<file path="src/rtl/irq_pkg.sv">
// Shared constants for the interrupt capture front end and its 4-to-2 priority encoder.
package irq_pkg;

  localparam int unsigned N_IRQ     = 4;
  localparam int unsigned IRQ_IDX_W = $clog2(N_IRQ);

  localparam logic MODE_LEVEL = 1'b0;
  localparam logic MODE_EDGE  = 1'b1;

endpackage

</file>
<file path="src/rtl/irq_capture4_sync_ff.sv">
// Multi-stage flop synchroniser for a bit vector; synchronous active-low reset.
module sync_ff #(
  parameter int unsigned W      = 4,
  parameter int unsigned STAGES = 2
) (
  input  logic         clk,
  input  logic         rst_n,
  input  logic [W-1:0] d,
  output logic [W-1:0] q
);

  logic [W-1:0] stg [STAGES];

  always_ff @(posedge clk) begin
    if (!rst_n) begin
      for (int unsigned k = 0; k < STAGES; k++) stg[k] <= '0;
    end else begin
      stg[0] <= d;
      for (int unsigned k = 1; k < STAGES; k++) stg[k] <= stg[k-1];
    end
  end

  assign q = stg[STAGES-1];

endmodule

</file>
<file path="src/rtl/irq_capture4.sv">
// Request capture: synchronise, detect edge/level events, hold pending until acked,
// flag overflow, and present the masked pending vector to the priority encoder.
module irq_capture4
  import irq_pkg::*;
#(
  parameter int unsigned N           = N_IRQ,
  parameter int unsigned SYNC_STAGES = 2
) (
  input  logic                 clk,
  input  logic                 rst_n,
  input  logic [N-1:0]         irq_in,
  input  logic [N-1:0]         mode,
  input  logic [N-1:0]         mask,
  input  logic                 ack,
  input  logic [$clog2(N)-1:0] ack_idx,
  input  logic                 ovf_clr,
  output logic [N-1:0]         pend,
  output logic [N-1:0]         raw_pend,
  output logic [N-1:0]         ovf
);

  localparam int unsigned IDX_W = $clog2(N);

  logic [N-1:0] s;
  logic [N-1:0] prev;
  logic [N-1:0] mode_q;
  logic [N-1:0] ev;
  logic [N-1:0] chg;
  logic [N-1:0] hit;
  logic [N-1:0] is_edge;
  logic [N-1:0] ovf_set;
  logic [N-1:0] raw_nxt;
  logic [N-1:0] ovf_nxt;

  sync_ff #(
    .W      (N),
    .STAGES (SYNC_STAGES)
  ) u_sync (
    .clk   (clk),
    .rst_n (rst_n),
    .d     (irq_in),
    .q     (s)
  );

  // Per-line next state; mode change clears first, then a new edge beats an ack.
  for (genvar i = 0; i < N; i++) begin : g_line
    assign ev[i]      = s[i] & ~prev[i];
    assign chg[i]     = mode[i] ^ mode_q[i];
    assign hit[i]     = ack & (ack_idx == IDX_W'(i));
    assign is_edge[i] = (mode[i] == MODE_EDGE);
    assign ovf_set[i] = is_edge[i] & ev[i] & raw_pend[i] & ~hit[i];

    assign raw_nxt[i] = chg[i]     ? 1'b0 :
                        is_edge[i] ? (ev[i] | (raw_pend[i] & ~hit[i])) :
                                     s[i];

    assign ovf_nxt[i] = chg[i] ? 1'b0 : (ovf_set[i] | (ovf[i] & ~ovf_clr));
  end

  always_ff @(posedge clk) begin
    if (!rst_n) begin
      prev     <= '0;
      mode_q   <= '0;
      raw_pend <= '0;
      ovf      <= '0;
    end else begin
      prev     <= s;
      mode_q   <= mode;
      raw_pend <= raw_nxt;
      ovf      <= ovf_nxt;
    end
  end

  // Only the mask path is combinational so unmasking exposes stored bits at once.
  assign pend = raw_pend & mask;

endmodule

</file>
<file path="config.mk">
export PLATFORM = sky130hd
export DESIGN_NAME = irq_capture4
export DESIGN_NICKNAME = d
export VERILOG_FILES = /design/src/rtl/irq_pkg.sv /design/src/rtl/irq_capture4_sync_ff.sv /design/src/rtl/irq_capture4.sv
export SDC_FILE = /design/constraint.sdc
export NUM_CORES = 1
export LEC_CHECK = 0
export ABC_CLOCK_PERIOD_IN_PS = 2450
export CORE_MARGIN = 5
export CORE_UTILIZATION = 46
export CTS_CLUSTER_SIZE = 28
export DETAILED_ROUTE_END_ITERATION = 16
export MAX_ROUTING_LAYER = met4
export PLACE_DENSITY = 0.89
export SLEW_MARGIN = 10
export SYNTH_ARGS = -nofsm -noshare
export SYNTH_HDL_FRONTEND = slang
export SYNTH_SLANG_ARGS = --single-unit
</file>
<file path="constraint.sdc">
create_clock -name clk -period 2.45 [get_ports clk]
set_input_delay 0.735 -clock clk [delete_from_list [all_inputs] [get_ports clk]]
set_output_delay 0.735 -clock clk [all_outputs]
set_load 0.01 [all_outputs]
</file>
==> impl_metrics.csv <==
group,metric,value,unit
final_layout,syn_to_final_growth,40.5,%
synth,synth.area.top_cells,"dfxtp_1, and2_1, a32oi_1",
global_routing,globalRouteOverflowTotal,0,
setup_path,crit_chain,"clkdlybuf4s50_1 > and2_1 > dlygate4sd2_1",
sta,setup_tns,0,ns
final_layout,diodes,0,
setup_path,crit_fanout,1,
sta,fin_skew,0.00599,ns
setup_path,critical_path.top_delay_family,"buffers and inverters",
sta,period_needed,2.30,ns
placement,place_congestion,0.753,
setup_path,start_kind,"input port",
global_routing,grt_pass1_wl,2.78,mm
setup_path,worstSetupPathType,"in2out",
sta,fmax,434,MHz
route,drc,0,
synth,netlist-cell-type-count,14,
sta,slew-limit-headroom,65.3,%
hold_path,hp-class,"reg2reg",
status,outcome,"complete, no violations",
synth,synth_area_leader_cell,"dfxtp_1",
synth,synth_nets,104,
sta,drv_slew,0,
sta,hold_violations,0,
synth,async_flop_share,0,%
power_and_ir_drop,total_power,679,uW
synth,synth_top_area_share,56.4,%
power_and_ir_drop,vdd_drop_max,0.494,mV
route,drt-total-wl,1.71,mm
synth,synthTopCellsByCount,"dfxtp_1, and2_1, nand2_1",
floorplanning,initial_core_util,48.8,%
clocking,cts.htree.levels,1,
clocking,clkTransAtPathRegs,0.12,ns
final_layout,drive_above_1_share,3.42,%
route,firstDrtPassIters,5,
global_routing,grt_max_degree,21,
floorplanning,die_area,0.00281,mm2
floorplanning,rows,15,
clocking,numCtsBuffers,3,
global_routing,grt_usage,13.7,%
synth,synth_edf_count,0,
synth,synth_cells,86,
setup_path,cp_num_buf_inv,2,
sta,fin_crit_sh,93.9,%
route,routedWlPerCell,12.0,um
synth,syn_area,852,um2
route,via_count,700,
setup_path,required,1.71,ns
synth,yosysMostFrequentCell,"dfxtp_1",
power_and_ir_drop,power.density,567,mW/mm2
floorplanning,core_area,0.00175,mm2
final_layout,finish.net_count,136,
power_and_ir_drop,leakage,0.451,nW
clocking,cts_max_path_buffers,2,
synth,yosys_register_bits,24,
setup_path,crit_path_end_kind,"primary output",
synth,synth_warnings,0,
clocking,clock_tree.root_cell,"clkbuf_4",
setup_path,crit_slowest_cell,"clkdlybuf4s50_1",
sta,setup_violations,0,
global_routing,first_global_vias,679,
sta,tightest_slew,0.520,ns
setup_path,critical_path.max_stage_delay,0.45,ns
placement,port_buffers,29,
route,vias_per_cell,4.93,
synth,avgSynthCellArea,9.91,um2
clocking,clock-sinks,24,
clocking,clkLatencyLatePin,0.30,ns
run,cap_violations,0,
sta,whs,0.451,ns
synth,synth_ff_type,"dfxtp_1",
synth,ys_seq_area_share,56.4,%
sta,rsz0062_at_grt,"no",
route,ant_nets,0,
floorplanning,die_w,53.0,um
global_routing,antenna_found_initial,0,
placement,post-dp-hpwl,1.32,mm
final_layout,fin_util,68.6,%
clocking,cts_tree,"yes",
floorplanning,ios,30,
floorplanning,die_h,53.0,um
setup_path,arrival,1.57,ns
route,drt_iter0_markers,3,
[repair_timing]
item | 4_1_cts | 5_1_grt
gates resized for setup | 4 | 0
buffers inserted | 0 | 0
setup endpoints to repair | 4 | 0
hold buffers | 0 | 0
[layer usage]
metal / wire length [um] / track usage (%)
met3: 115 / 1.97
met2: 881 / 24.4
met5: 0 / -
met4: 6 / 6.38
met1: 707 / 14.9
[where the power goes]
part	internal, mW	switching (mW)
clock network	0.0906	0.110
logic	0.0440	0.0250
registers	0.403	0.00623
[registers in the layout, indices dropped and copies added, names as in the netlist]
| name | count |
|---|---|
| prev | 4 |
| raw_pend | 4 |
| ovf | 4 |
| u_sync.stg | 8 |
| mode_q | 4 |
[area by class of cell]
cell class                      count  area, um2
Fill cell                         155        548
Sequential cell                    24        480
Multi-Input combinational cell     60        364
Timing Repair Buffer               29        285
Clock buffer                        4       36.3
Tap cell                           25       31.3
[cell usage in the layout, fill, tap and decap left out]
cell,Yosys,final
clkdlybuf4s50_1,0,25
dfxtp_1,24,24
clkbuf_4,0,3
dlygate4sd2_1,0,4
a21oi_1,4,4
clkbuf_8,0,1
nor2b_1,4,4
xnor2_1,4,4
nand4_1,4,4
a32oi_1,4,4
nand3_1,1,1
or3b_1,1,1
nor2_1,4,4
nand3b_1,2,2
and2_1,20,20
nand2_1,8,8
nand2b_1,4,4
[path summary, 6_finish.rpt]
path / from / to / slack [ns] / cells after the start
hold / removal: u_sync.stg[0][1] / u_sync.stg[0][5] / 0.45 / 1
setup / recovery: mask[1] / pend[1] / 0.15 / 3
setup reg to reg: u_sync.stg[0][5] / ovf[1] / 1.67 / 3
hold reg to reg: u_sync.stg[0][1] / u_sync.stg[0][5] / 0.45 / 1
[cell families (layout without fill, tap and decap cells)]
kind of cell | count (synthesis) | count (layout) | synth area share (%)
buffers and inverters | 2 | 33 | 0.881
and+or+nand+nor | 48 | 48 | 32.2
DFF | 24 | 24 | 56.4
xor gates and xnor gates | 4 | 4 | 4.11
AOI/OAI and AO/OA | 8 | 8 | 6.46
[per-stage QoR]
stage               area, um2  instances  setup slack [ns]
global route             1200        142             0.106
floorplan                 852         86             0.815
detailed placement       1170        138            -0.125
finish                   1200        142             0.148
global placement         1170        138            -0.107
CTS                      1200        142             0.141
(Power assumes the default switching activity.)
==> RTL change: new RTL, config.mk and constraints unchanged <==
Register the inputs `irq_in` and `mode` before use. The logic sees them one clock later. The other inputs are not delayed to match.
--- a/src/rtl/irq_capture4.sv
+++ b/src/rtl/irq_capture4.sv
@@ -23,2 +23,10 @@
 
+  logic [N-1:0] irq_q;
+  logic [N-1:0] mode_r;
+
+  always_ff @(posedge clk) begin
+    irq_q  <= irq_in;
+    mode_r <= mode;
+  end
+
   logic [N-1:0] s;
@@ -40,3 +48,3 @@
     .rst_n (rst_n),
-    .d     (irq_in),
+    .d     (irq_q),
     .q     (s)
@@ -47,5 +55,5 @@
     assign ev[i]      = s[i] & ~prev[i];
-    assign chg[i]     = mode[i] ^ mode_q[i];
+    assign chg[i]     = mode_r[i] ^ mode_q[i];
     assign hit[i]     = ack & (ack_idx == IDX_W'(i));
-    assign is_edge[i] = (mode[i] == MODE_EDGE);
+    assign is_edge[i] = (mode_r[i] == MODE_EDGE);
     assign ovf_set[i] = is_edge[i] & ev[i] & raw_pend[i] & ~hit[i];
@@ -67,3 +75,3 @@
       prev     <= s;
-      mode_q   <= mode;
+      mode_q   <= mode_r;
       raw_pend <= raw_nxt;
Behaviour: not the same (a bounded check fails within 4 cycles, from zero or initial values and one cycle with rst_n low).
==> RTL change against the original RTL <==
Register-to-register slack got worse by 80 ps; sequential share of layout area rose by 5.9 points; sequential power rose by 35%; fmax is essentially flat; total power grew 37%; first-iteration DRC count is 130% higher; design area is 16% higher; sequential cell count up 8; area after synthesis is 19% higher; routed wire length rose by 6.0%; setup slack better by 0.97 ps; highest routed layer is now met3; non-clock buffer count unchanged; core utilization down 3.8 points.
==> RTL change: results <==
set metrics [dict create \
    wl_met2_um 898 \
    synth_common_cells "32 x dfxtp_1, 20 x and2_1, 8 x nand2_1" \
    fin_worst_skew_ps 7.83 \
    htreeDepth 2 \
    wirelength_mm 1.81 \
    dp_hpwl_mm 1.34 \
    syn_nets 112 \
    top_layer "met3" \
    dr_total_vias 734 \
    grt_usage_pct 13.3 \
    grt_pass1_vias 783 \
    synth_compound_area_share_pct 5.44 \
    place_congestion 0.732 \
    drt_pre_antenna_iters 2 \
    cts_buffers 5 \
    peakVddDrop_mv 0.442 \
    ys_seq_area_share_pct 63.3 \
    clock_latency_ps 320 \
    r2r_start "is_edge[0]" \
    synthTopCellsByArea "dfxtp_1 63%, and2_1 12%, a32oi_1 3.5%" \
    dr_wl_met3_um 147 \
    nets 146 \
    synth_xor_area_share_pct 3.46 \
    clkTransAtPathRegs_ps 100 \
    met1Wirelength_um 766 \
    leakage_nw 0.528 \
    fill_cells 180 \
    outcome "complete, no violations" \
]
[RTL change: cell count changes after synthesis]
cell,change
dfxtp_1,+8
[RTL change: through the flow]
stage / setup WS [ps] / cell area [um^2] / power [mW] / hold slack, ps / std cells
after detailed placement: -127 / 1330 / 0.630 / 421 / 149
after global routing: 105 / 1390 / 0.971 / 454 / 157
after global placement: -108 / 1330 / 0.626 / 414 / 149
after CTS: 139 / 1390 / 0.941 / 447 / 157
after floorplan: 815 / 1010 / 0.590 / 412 / 94
final: 149 / 1390 / 0.931 / 444 / 157
[RTL change: path summary, 6_finish.rpt]
kind                                    endpoint  slack, ps  cells after the start
worst max register to register            ovf[0]       1590                      3
worst min-delay path            u_sync.stg[0][6]        440                      1
worst max-delay path                     pend[2]        150                      3
worst min register to register  u_sync.stg[0][6]        440                      1
[RTL change: power by group through the flow]
stage	registers, mW	clock network, mW	logic [mW]
2_1_floorplan	0.561	0	0.0282
3_5_place_dp	0.564	0	0.0662
4_1_cts	0.552	0.323	0.0663
6_report	0.551	0.315	0.0654
3_3_place_gp	0.562	0	0.0640
5_1_grt	0.554	0.345	0.0718
[RTL change: what timing repair did]
action | in CTS | in global routing
setup endpoints to repair | 4 | 0
buffers inserted | 0 | 0
resized for setup | 4 | 0
[RTL change: metal layers]
metal / GRT usage (%) / vias up
li1: - / 377
met1: 13.6 / 330
met2: 22.3 / 27
met3: 7.13 / 0
met4: 2.98 / 0
met5: - / -
[RTL change: cell type report]
class,instances,area [um^2],share of cell area [%]
Clock buffer,6,51.3,3.69
Sequential cell,32,641,46.0
Clock inverter,2,15.0,1.08
Tap cell,28,35.0,2.52
Timing Repair Buffer,29,285,20.5
Multi-Input combinational cell,60,364,26.2
